**config.mk**
```make
export PLATFORM = sky130hd
export DESIGN_NAME = puf_count_ctrl
export DESIGN_NICKNAME = d
export VERILOG_FILES = /design/src/rtl/puf_count_ctrl.sv
export SDC_FILE = /design/constraint.sdc
export NUM_CORES = 1
export LEC_CHECK = 0
export ABC_AREA = 1
export BUFFER_PORTS_ARGS = -buffer_cell sky130_fd_sc_hd__buf_2
export CAP_MARGIN = 20
export CORE_ASPECT_RATIO = 1.75
export CORE_UTILIZATION = 35
export CTS_CLUSTER_DIAMETER = 100
export DETAILED_ROUTE_END_ITERATION = 8
export HOLD_SLACK_MARGIN = 0.05
export MAX_ROUTING_LAYER = met4
export PLACE_DENSITY = 0.61
export SLEW_MARGIN = 40
export SYNTH_ARGS = -nofsm -noshare
export SYNTH_HDL_FRONTEND = slang
export SYNTH_SLANG_ARGS = --single-unit
```
**constraint.sdc**
```tcl
create_clock -name clk -period 3.1 [get_ports clk]
set_clock_uncertainty 0.15 [all_clocks]
set_input_delay 0.62 -clock clk [delete_from_list [all_inputs] [get_ports clk]]
set_output_delay 0.62 -clock clk [all_outputs]
set_load 0.1 [all_outputs]
```
**src/rtl/puf_count_ctrl.sv**
```systemverilog
// puf_count_ctrl: measurement sequencer for the ring-oscillator PUF counter pair.
// Each request runs RESP_W measurements. A measurement clears both counters,
// enables them for WINDOW cycles, waits SETTLE_CYC cycles and then compares them.
// The comparison bits are packed into a response word, which is returned
// through a valid/ready handshake. Every output is registered.
module puf_count_ctrl #(
    parameter int                CHAL_W     = 8,
    parameter int                CNT_W      = 8,
    parameter int                RESP_W     = 4,
    parameter int                WINDOW     = 16,
    parameter int                SETTLE_CYC = 2,
    parameter logic [CNT_W-1:0]  START_VAL  = '0
) (
    input  logic              clk,
    input  logic              reset,
    input  logic              req,
    input  logic [CHAL_W-1:0] challenge,
    input  logic              abort,
    output logic              req_ready,
    output logic [CHAL_W-1:0] osc_sel,
    output logic              cnt_reset,
    output logic              cnt_enable,
    output logic [CNT_W-1:0]  cnt_start,
    input  logic [CNT_W-1:0]  cnt_a_out,
    input  logic [CNT_W-1:0]  cnt_b_out,
    output logic [RESP_W-1:0] resp,
    output logic              resp_valid,
    input  logic              resp_ready,
    output logic              tie,
    output logic              ovf
);

    localparam int IDX_W   = (RESP_W > 1) ? $clog2(RESP_W) : 1;
    localparam int TMR_MAX = (WINDOW > SETTLE_CYC) ? WINDOW : SETTLE_CYC;
    localparam int TMR_W   = (TMR_MAX > 1) ? $clog2(TMR_MAX) : 1;

    localparam logic [IDX_W-1:0] IDX_LAST = IDX_W'(RESP_W - 1);
    localparam logic [TMR_W-1:0] WIN_LAST = TMR_W'(WINDOW - 1);
    localparam logic [TMR_W-1:0] SET_LAST = TMR_W'(SETTLE_CYC - 1);
    localparam logic [CNT_W-1:0] ALL_ONES = '1;

    typedef enum logic [2:0] {
        IDLE    = 3'd0,
        CLEAR   = 3'd1,
        COUNT   = 3'd2,
        SETTLE  = 3'd3,
        COMPARE = 3'd4,
        DONE    = 3'd5
    } state_t;

    state_t            state, state_nxt;
    logic [CHAL_W-1:0] chal, chal_nxt;
    logic [IDX_W-1:0]  idx, idx_nxt, idx_inc;
    logic [TMR_W-1:0]  timer, timer_nxt;

    logic              req_ready_nxt;
    logic [CHAL_W-1:0] osc_sel_nxt;
    logic              cnt_reset_nxt;
    logic              cnt_enable_nxt;
    logic [RESP_W-1:0] resp_nxt;
    logic              resp_valid_nxt;
    logic              tie_nxt;
    logic              ovf_nxt;

    assign cnt_start = START_VAL;
    assign idx_inc   = idx + 1'b1;

    // State register and registered outputs; reset forces the idle/reset values at once
    always_ff @(posedge clk or negedge reset) begin
        if (!reset) begin
            state      <= IDLE;
            chal       <= '0;
            idx        <= '0;
            timer      <= '0;
            req_ready  <= 1'b1;
            osc_sel    <= '0;
            cnt_reset  <= 1'b1;
            cnt_enable <= 1'b0;
            resp       <= '0;
            resp_valid <= 1'b0;
            tie        <= 1'b0;
            ovf        <= 1'b0;
        end else begin
            state      <= state_nxt;
            chal       <= chal_nxt;
            idx        <= idx_nxt;
            timer      <= timer_nxt;
            req_ready  <= req_ready_nxt;
            osc_sel    <= osc_sel_nxt;
            cnt_reset  <= cnt_reset_nxt;
            cnt_enable <= cnt_enable_nxt;
            resp       <= resp_nxt;
            resp_valid <= resp_valid_nxt;
            tie        <= tie_nxt;
            ovf        <= ovf_nxt;
        end
    end

    // Next-state logic and the output values that take effect with the new state
    always_comb begin
        state_nxt      = state;
        chal_nxt       = chal;
        idx_nxt        = idx;
        timer_nxt      = timer;
        req_ready_nxt  = req_ready;
        osc_sel_nxt    = osc_sel;
        cnt_reset_nxt  = cnt_reset;
        cnt_enable_nxt = cnt_enable;
        resp_nxt       = resp;
        resp_valid_nxt = resp_valid;
        tie_nxt        = tie;
        ovf_nxt        = ovf;

        case (state)
            IDLE: begin
                if (req && req_ready) begin
                    chal_nxt       = challenge;
                    idx_nxt        = '0;
                    resp_nxt       = '0;
                    tie_nxt        = 1'b0;
                    ovf_nxt        = 1'b0;
                    osc_sel_nxt    = challenge;
                    req_ready_nxt  = 1'b0;
                    cnt_reset_nxt  = 1'b1;
                    cnt_enable_nxt = 1'b0;
                    state_nxt      = CLEAR;
                end
            end

            CLEAR: begin
                timer_nxt      = '0;
                cnt_reset_nxt  = 1'b0;
                cnt_enable_nxt = 1'b1;
                state_nxt      = COUNT;
            end

            COUNT: begin
                // A counter reaching all-ones may have wrapped; flag it for this request
                if ((cnt_a_out == ALL_ONES) || (cnt_b_out == ALL_ONES)) begin
                    ovf_nxt = 1'b1;
                end
                if (timer == WIN_LAST) begin
                    timer_nxt      = '0;
                    cnt_enable_nxt = 1'b0;
                    state_nxt      = SETTLE;
                end else begin
                    timer_nxt = timer + 1'b1;
                end
            end

            SETTLE: begin
                if (timer == SET_LAST) begin
                    timer_nxt = '0;
                    state_nxt = COMPARE;
                end else begin
                    timer_nxt = timer + 1'b1;
                end
            end

            COMPARE: begin
                resp_nxt[idx] = (cnt_a_out > cnt_b_out);
                if (cnt_a_out == cnt_b_out) begin
                    tie_nxt = 1'b1;
                end
                cnt_reset_nxt  = 1'b1;
                cnt_enable_nxt = 1'b0;
                if (idx == IDX_LAST) begin
                    resp_valid_nxt = 1'b1;
                    state_nxt      = DONE;
                end else begin
                    idx_nxt     = idx_inc;
                    osc_sel_nxt = chal + CHAL_W'(idx_inc);
                    state_nxt   = CLEAR;
                end
            end

            DONE: begin
                if (resp_valid && resp_ready) begin
                    resp_valid_nxt = 1'b0;
                    req_ready_nxt  = 1'b1;
                    state_nxt      = IDLE;
                end
            end

            default: begin
                state_nxt = IDLE;
            end
        endcase

        // Abort wins over everything else, including a completing DONE handshake
        if (abort && (state != IDLE)) begin
            state_nxt      = IDLE;
            idx_nxt        = '0;
            timer_nxt      = '0;
            req_ready_nxt  = 1'b1;
            cnt_reset_nxt  = 1'b1;
            cnt_enable_nxt = 1'b0;
            resp_valid_nxt = 1'b0;
            resp_nxt       = '0;
            tie_nxt        = 1'b0;
            ovf_nxt        = 1'b0;
        end
    end

endmodule

```
==> out/metrics.cfg <==
[run_status]
status = finished clean

[setup_path]
crit_path_start_kind = register
rrSetupSlack_ns = 1.03
end_kind = register
cp_max_fo = 5
reg2reg_from = idx[0]
reg2reg_to = osc_sel[2]
ff2ff_path_depth = 8
cp_data_required_time_ns = 3.16
critPathArrivalTime_ns = 2.12
worstSetupPathType = register to register

[floorplan]
io_pins = 55
dieArea_mm2 = 0.00703
fp.dieH_um = 110
initial_core_util_pct = 36.1
num_rows = 39
die_x_um = 63.8
core_mm2 = 0.00649

[layout]
nNetsFinal = 406
area_growth_pct = 17.9
multiInputGateArea_mm2 = 0.00124
layout.cells.non_filler = 442
final_area_mm2 = 0.00276
drive_gt1_share_pct = 22.5
n_fill_cell = 661
postLayoutCoreUtil_pct = 42.5
num_antenna_cells = 0
seqCellArea_um2 = 878

[clock_network]
clk_pin_slew_ns = 0.05
cts_sinks = 35
worstSkewPairLatency_ns = 0.28
hold_buffers = 0
cts_resized = 0
htreeDepth = 2
cts_setup_buffers = 0
cts_tree = yes
clk_path_buf_depth = 2
root_buffer = clkbuf_16
numCtsBuffers = 5

[synthesis]
yosysTopAreaCellShare_pct = 35.3
seq_area_frac_synth_pct = 37.5
avgSynthCellArea_um2 = 7.55
synth_cells = 310
syn_area_mm2 = 0.00234
synth_warnings = 0
yosysTopAreaCell = dfrtp_1
ys_types = 33
ys_ff_latch = 35
synth_area_leaders = dfrtp_1, nand2_1, ha_1

[job]
maxCapViolCount = 0

[power_and_ir_drop]
leakage_nw = 1.56
cellPowerDensity_mw_per_mm2 = 1030
ir_drop_v = 0.000573

[drt]
highest_layer = met4
wirelength_mm = 5.16
wl_met3_um = 179
vias_per_cell = 4.69
drc = 0
firstDrtPassIters = 4
routedLengthMet1_mm = 2.17
antenna_left = 0
met2_length_mm = 2.72
drt-initial-drc-count = 29
routedWlPerCell_um = 11.7
vias = 2073

[grt]
grt_use_total_pct = 16.6
grt_max_degree = 36
grt_pass1_vias = 2049
grt_pass1_wl_mm = 8.83
grt_antenna_before_repair = 0
overflow = 0

[place]
placed_area_mm2 = 0.00262
hpwl_mm = 4.09
gp_congestion = 0.881
portBuffers = 46
dpl.cell_count = 435

[sta]
slew-limit-headroom_pct = 62.1
hold_slack_ns = 0.147
grt_setup_unrepaired = false
setup_tns_ns = 0
fin_crit_sh_pct = 66.6
slew_violations = 0
max_freq_ghz = 0.484
setup_violations = 0
period_minus_slack_ns = 2.07
hold_violations = 0
worst_slew_pin_slew_ns = 0.568

[hold_path]
hold_path_class = input port to asynchronous set/reset pin

## layout by cell type, fill, tap and decap left out, drive strengths merged
cell type	netlist	final
ha	16	16
dfrtp	33	33
nor3	2	2
o22ai	1	1
o21a	1	1
nand3	21	21
a21o	1	1
dfstp	2	2
o211ai	1	1
and3	1	1
conb	1	8
buf	10	46
o21ai	28	28
a31oi	2	2
clkbuf	0	7
nand2	101	101
fa	1	1
nor2	24	24
a21oi	14	14
xor2	1	1
inv	45	45
nand4	4	4
## worst max-delay path by stage
stage               cells past startpoint  slack [ns]    endpoint    from
floorplan                               8        1.25  osc_sel[2]  idx[0]
global placement                       10        1.13  osc_sel[6]  idx[0]
detailed placement                      8        1.07  osc_sel[2]  idx[0]
CTS                                     8        1.05  osc_sel[2]  idx[0]
global route                            8        0.88  osc_sel[2]  idx[0]
finish                                  8        1.03  osc_sel[2]  idx[0]
## cells by family after synthesis
family	after synthesis	share of synthesized area (%)
XOR/XNOR	1	0.374
AO/OA/AOI/OAI	48	11.9
AND/OR/NAND/NOR	153	30.1
buffers and inverters	55	10.5
flip-flops	35	37.5
other	1	0.160
adder cells (fa/ha/maj)	17	9.41
## layer usage
layer  global-route usage, %  up-vias
met2                    31.5       50
met4                    6.49        0
met3                    2.26        8
li1                        -     1071
met1                    17.1      944
met5                       -        -
## flip-flops by register name, summed over array words and instances, names as in the netlist
register,count
req_ready,1
state,3
idx,2
chal,8
timer,4
osc_sel,8
tie,1
cnt_reset,1
cnt_enable,1
resp_valid,1
resp,4
ovf,1
## layout make-up
class	instances	area share (%)
multi-input cells	227	45.0
inverters	45	6.21
clock buffers	7	4.81
repair buffers	46	8.44
flip-flops and latches	35	31.8
well taps	82	3.72
## power by group
group          internal (mW)  leakage (nW)  switching (mW)
Combinational          0.371          1.05            1.25
Sequential             0.630         0.446           0.142
Clock                  0.293        0.0640           0.171
Total                   1.29          1.56            1.56
## synth_stat cells
master and n:
a31oi_1 2, inv_2 4, dfstp_2 2, buf_4 10, and3_1 1, nand2_1 90
a21oi_4 1, a21oi_2 1, dfrtp_1 33, nand3_2 2, inv_1 40, a21o_1 1
conb_1 1, o211ai_1 1, a21oi_1 12, xor2_1 1, nand4_1 3, nand3_1 19
ha_1 16, nor3_1 2, nor2_2 1, nor2_4 3, inv_4 1, nand2_2 7
o22ai_1 1, o21ai_1 12, o21a_1 1, nand2_4 4, fa_1 1, nor2_1 20
nand4_2 1, o21ai_2 3, o21ai_0 13
## stage by stage
stage	total power [mW]	worst slack (ns)
after CTS	2.88	1.05
after detailed placement	2.41	1.07
after floorplan	2.10	1.25
after global routing	3.06	0.876
final	2.85	1.03
after global placement	2.39	1.13
## critical path, stage by stage, from the launching register on
cell and delay (ns):
dfrtp_1 0.39, inv_1 0.16, ha_1 0.30, fa_1 0.42
nand2_1 0.12, inv_1 0.09, o21ai_0 0.15, o21ai_0 0.10
o21ai_1 0.11
No activity file was read; power rests on OpenSTA's default activity.
